**src/rtl/ravenoc_axi_pkt_writer.sv**
```systemverilog
// ravenoc_axi_pkt_writer: turns one packet command plus a beat stream into a single AXI4 INCR write burst
//
// Ports:
//   clk_axi, arst_axi          clock, asynchronous active-high reset
//   cmd_valid/cmd_ready        command handshake (cmd_addr start address, cmd_len beats-1)
//   s_data_valid/s_data_ready  beat stream in (s_data payload), passed straight through to W
//   done_valid/done_resp       one-cycle completion pulse with the AXI response
//   busy, err_cnt              not-idle flag, saturating count of non-OKAY completions
//   aw*/w*/b*                  AXI4 write master channels
module ravenoc_axi_pkt_writer #(
    parameter int DATA_WIDTH = 32,
    parameter int ADDR_WIDTH = 32,
    parameter int ALEN_WIDTH = 8,
    parameter int AXI_ID     = 0
) (
    input  logic                    clk_axi,
    input  logic                    arst_axi,
    input  logic                    cmd_valid,
    output logic                    cmd_ready,
    input  logic [ADDR_WIDTH-1:0]   cmd_addr,
    input  logic [ALEN_WIDTH-1:0]   cmd_len,
    input  logic                    s_data_valid,
    output logic                    s_data_ready,
    input  logic [DATA_WIDTH-1:0]   s_data,
    output logic                    done_valid,
    output logic [1:0]              done_resp,
    output logic                    busy,
    output logic [7:0]              err_cnt,
    output logic                    awid,
    output logic [ADDR_WIDTH-1:0]   awaddr,
    output logic [ALEN_WIDTH-1:0]   awlen,
    output logic [2:0]              awsize,
    output logic [1:0]              awburst,
    output logic                    awvalid,
    input  logic                    awready,
    output logic [DATA_WIDTH-1:0]   wdata,
    output logic [DATA_WIDTH/8-1:0] wstrb,
    output logic                    wlast,
    output logic                    wvalid,
    input  logic                    wready,
    input  logic                    bid,
    input  logic [1:0]              bresp,
    input  logic                    bvalid,
    output logic                    bready
);
    localparam int BYTES = DATA_WIDTH / 8;
    localparam int SZ    = $clog2(BYTES);

    typedef enum logic [2:0] {IDLE, CHK, AW, W, B, DONE} state_t;

    state_t                state, state_nx;
    logic [ALEN_WIDTH-1:0] beat_cnt;
    logic                  misaligned, cross4k, reject;
    logic [31:0]           span_end;

    // awaddr/awlen double as the registered command, so they are stable through AW
    assign misaligned = (awaddr & ADDR_WIDTH'(BYTES - 1)) != '0;
    assign span_end   = 32'(awaddr[11:0]) + ((32'(awlen) + 32'd1) << SZ);
    assign cross4k    = span_end > 32'd4096;
    assign reject     = misaligned || cross4k;

    assign cmd_ready    = state == IDLE;
    assign busy         = state != IDLE;
    assign awvalid      = state == AW;
    assign wvalid       = (state == W) && s_data_valid;
    assign wdata        = s_data;
    assign wlast        = (state == W) && (beat_cnt == '0);
    assign s_data_ready = (state == W) && wready;
    assign bready       = state == B;
    assign done_valid   = state == DONE;
    assign awid         = 1'(AXI_ID);
    assign awsize       = 3'(SZ);
    assign awburst      = 2'b01;
    assign wstrb        = '1;

    always_comb begin
        state_nx = state;
        case (state)
            IDLE:    state_nx = cmd_valid ? CHK : IDLE;
            CHK:     state_nx = reject ? DONE : AW;
            AW:      state_nx = awready ? W : AW;
            W:       state_nx = (wvalid && wready && wlast) ? B : W;
            B:       state_nx = bvalid ? DONE : B;
            default: state_nx = IDLE;
        endcase
    end

    always_ff @(posedge clk_axi or posedge arst_axi) begin
        if (arst_axi) begin
            state     <= IDLE;
            awaddr    <= '0;
            awlen     <= '0;
            beat_cnt  <= '0;
            done_resp <= 2'b00;
            err_cnt   <= 8'd0;
        end else begin
            state <= state_nx;
            if (state == IDLE && cmd_valid) begin
                awaddr   <= cmd_addr;
                awlen    <= cmd_len;
                beat_cnt <= cmd_len;
            end
            if (state == CHK && reject)
                done_resp <= 2'b10;
            // counter parks at 0 on the last beat rather than wrapping
            if (wvalid && wready && beat_cnt != '0)
                beat_cnt <= beat_cnt - 1'b1;
            if (state == B && bvalid)
                done_resp <= (bid == 1'(AXI_ID)) ? bresp : 2'b10;
            if (state == DONE && done_resp != 2'b00 && err_cnt != 8'hFF)
                err_cnt <= err_cnt + 8'd1;
        end
    end
endmodule

```
**config.mk**
```make
export PLATFORM = sky130hd
export DESIGN_NAME = ravenoc_axi_pkt_writer
export DESIGN_NICKNAME = d
export VERILOG_FILES = /design/src/rtl/ravenoc_axi_pkt_writer.sv
export SDC_FILE = /design/constraint.sdc
export NUM_CORES = 1
export LEC_CHECK = 0
export CORE_ASPECT_RATIO = 2
export CORE_UTILIZATION = 44
export DETAILED_ROUTE_END_ITERATION = 8
export PLACE_DENSITY = 0.87
export SLEW_MARGIN = 30
export SYNTH_ARGS = -nofsm -noshare
export SYNTH_HDL_FRONTEND = slang
export SYNTH_SLANG_ARGS = --single-unit
```
**constraint.sdc**
```tcl
create_clock -name clk_axi -period 4.1 [get_ports clk_axi]
set_clock_uncertainty 0.1 [all_clocks]
set_input_delay 0.82 -clock clk_axi [delete_from_list [all_inputs] [get_ports clk_axi]]
set_output_delay 0.82 -clock clk_axi [all_outputs]
set_load 0.005 [all_outputs]
```
==> results.sh <==
export IMPL_cp_arrival_ns=2.25
export IMPL_grt_max_degree=45
export IMPL_start_util_pct=46.0
export IMPL_layout_nets=593
export IMPL_synth_most_common_cell="nand2_1"
export IMPL_grt_total_usage_pct=24.9
export IMPL_ys_seq_area_share_pct=41.5
export IMPL_hold_path_class="reg2reg"
export IMPL_status="finished clean"
export IMPL_fin_crit_sh_pct=77.3
export IMPL_overflow=0
export IMPL_final_setup_worst_slack_ns=0.933
export IMPL_power_switching_w=0.00154
export IMPL_synth_edf_count=0
export IMPL_antenna_found_initial=0
export IMPL_antennaDiodeCount=0
export IMPL_p_comb_share_pct=51.1
export IMPL_cts_sinks=61
export IMPL_clkTransAtPathRegs_ns=0.05
export IMPL_reg2reg_from="awlen[1]$_DFFE_PP0P_"
export IMPL_intPower_w=0.00233
export IMPL_crit_fanout=5
export IMPL_critPathMaxStageDelay_ns=0.55
export IMPL_critPathLaunchType="flip-flop"
export IMPL_core_mm2=0.00800
export IMPL_clk_path_buf_depth=2
export IMPL_fmax_mhz=316
export IMPL_slew_limit_headroom_pct=47.0
export IMPL_synth_warning_count=0
export IMPL_hold_path_depth=2
export IMPL_cts_tree="yes"
export IMPL_cap_violations=0
export IMPL_ys_flop_type="dfrtp_1"
export IMPL_dpl_hpwl_mm=7.39
export IMPL_rrSetupSlack_ns=1.07
export IMPL_synth_cells=422
export IMPL_p_seq_share_pct=29.7
export IMPL_final_cell_area_mm2=0.00484
export IMPL_postCtsHoldBufs=0
export IMPL_worst_hold_slack_ns=0.372
export IMPL_crit_chain="inv_1 -> ha_1 -> nor3b_1 -> nand2_1 -> nor2_1 -> clkdlybuf4s50_1"
export IMPL_die_area_mm2=0.00876
export IMPL_die_w_um=66.7
export IMPL_pwr_density_cell_mw_per_mm2=800
export IMPL_postCtsResizedCells=0
export IMPL_use_met3_pct=6.08
export IMPL_period_needed_ns=3.17
export IMPL_required_ns=3.18
export IMPL_cp_end_kind="primary output"
export IMPL_tns_ns=0
export IMPL_synth_seq_cells=61
export IMPL_worstSkewPairLatency_ns=0.33
export IMPL_cts_buffers=9
export IMPL_drtPass1Iterations=4
export IMPL_gp_congestion=0.895
export IMPL_first_global_vias=3348
export IMPL_row_count=46
export IMPL_wl_mm=9.83
export IMPL_synthTopCellsByCount="nand2_1 (131), dfrtp_1 (61), buf_4 (45), nor2_1 (22), ha_1 (13)"
export IMPL_fillers=673
export IMPL_crit_type="reg2out"
export IMPL_vias=3251
export IMPL_p_sw_share_pct=39.7
export IMPL_post_cts_setup_buffer_count=0
export IMPL_drc=0
export IMPL_maxSlewViolCount=0
export IMPL_r2r_end="done_resp[0]$_DFFE_PP0P_"
export IMPL_place_ws_ns=1.16
export IMPL_cp_num_buf_inv=2
export IMPL_drt_vias_per_instance=5.44
export IMPL_tightest_slew_ns=0.794
export IMPL_whs_endpoint="awaddr[12]$_DFFE_PP0P_"
export IMPL_io_pin_count=182
export IMPL_grtUsageMet1_pct=25.1
export IMPL_synth_largest_area_cell="dfrtp_1"
export IMPL_r2r_cells=11
export IMPL_p_leak_nw=2.23
export IMPL_yosysTopAreaCellShare_pct=41.5
export IMPL_setup_viol=0
export IMPL_area_growth_pct=31.5
export IMPL_met2_usage_pct=41.6
export IMPL_min_from="awaddr[12]$_DFFE_PP0P_"
export IMPL_hold_viol=0
export IMPL_ant_nets=0
export IMPL_syn_area_per_cell_um2=8.72
export IMPL_place_area_mm2=0.00454
export IMPL_async_reset_ff_share_pct=100
export IMPL_power_frac_clock_pct=19.1
export IMPL_slowest_stage="clkdlybuf4s50_1"
export IMPL_grt_busiest_layer="met2"
export IMPL_layout_drive_gt1_share_pct=7.97
export IMPL_htreeDepth=3
export IMPL_wire_per_inst_um=16.4
export IMPL_cts_root_buffer="clkbuf_16"
export IMPL_dieHeight_um=131
export IMPL_ys_types=60
export IMPL_crit_family="simple AND/OR/NAND/NOR gates"
export IMPL_drtIter0Drc=215
export IMPL_synthTopCellsByArea="dfrtp_1 (41%), nand2_1 (13%), buf_4 (9.2%)"
export IMPL_grt_pass1_wl_mm=16.2
export IMPL_portBuffers=107
export IMPL_rsz0062_at_grt="false"
export IMPL_synth_area_mm2=0.00368
export IMPL_vdd_drop_max_mv=0.445
## metrics by stage
stage	std cells	util, %	total power (W)
6_report	598	60.5	0.00387
5_1_grt	598	60.5	0.00414
4_1_cts	598	60.4	0.00388
3_5_place_dp	582	56.8	0.00310
3_3_place_gp	582	56.8	0.00302
2_1_floorplan	430	-	0.00231
## cell type report
type | instances | area (um2) | area share (%)
timing repair buffer | 111 | 1100 | 22.8
inverter | 10 | 38.8 | 0.802
clock buffer | 9 | 225 | 4.66
clock inverter | 7 | 66.3 | 1.37
tap | 96 | 120 | 2.48
sequential | 61 | 1530 | 31.6
multi-input combinational | 304 | 1760 | 36.4
## metal layers
layer	part of all wire (%)	vias up
li1	-	1518
met1	34	1555
met2	54	125
met3	5.0	53
met4	6.5	0
met5	0	-
## worst register-to-register path: cells and delay by family, from the launching register on
kind / cells / cell delay, ns
compound gates: 4 / 1.00
xor+xnor: 1 / 0.17
simple gates: 4 / 0.74
flops: 1 / 0.42
fa+ha+maj: 2 / 0.53
## power groups by stage
stage	combinational, W	sequential [W]	clock, W
after CTS	0.00197	0.00114	0.000758
final	0.00198	0.00115	0.000740
after detailed placement	0.00196	0.00115	0
after floorplan	0.00121	0.00110	0
after global routing	0.00217	0.00119	0.000783
after global placement	0.00189	0.00113	0
## cell families after synthesis
kind of cell / Yosys count / synth area share (%)
other: 2 / 0.204
DFF: 61 / 41.5
adders and majority gates: 14 / 4.96
muxes: 6 / 1.70
AOI/OAI and AO/OA: 53 / 10.6
and+or+nand+nor: 206 / 25.8
buffers and inverters: 65 / 11.6
xor gates and xnor gates: 15 / 3.57
## how the worst max path moves through the flow
stage,startpoint,endpoint,slack [ns],cells after the start
after floorplan,awlen[0]$_DFFE_PP0P_,done_resp[0]$_DFFE_PP0P_,1.38,11
after global placement,s_data_valid,wvalid,1.17,3
after detailed placement,s_data_valid,wvalid,1.16,3
after CTS,beat_cnt[0]$_DFFE_PP0P_,wlast,0.95,6
after global routing,beat_cnt[0]$_DFFE_PP0P_,wlast,0.83,6
final,beat_cnt[0]$_DFFE_PP0P_,wlast,0.93,6
## sequential cells by signal (all words and copies together) (netlist names)
signal	cells
awaddr	32
awlen	8
beat_cnt	8
err_cnt	8
state	3
done_resp	2
## placed cells by master, fill, tap and decap left out, types with 3 or more instances in the layout
master,count
nand2_1,130
clkdlybuf4s50_1,107
dfrtp_1,61
nor2_1,22
ha_1,13
nand3_1,10
xnor2_1,10
conb_1,10
inv_1,9
a21oi_1,9
clkbuf_16,9
o21ai_0,7
nor3_1,6
xor2_1,5
a21o_1,5
clkinv_2,5
and2_1,4
o21ai_1,4
o211ai_1,4
mux2i_1,4
buf_4,4
nand4_1,3
a31o_1,3
nand3b_1,3
and3_1,3
(Power assumes the default switching activity.)
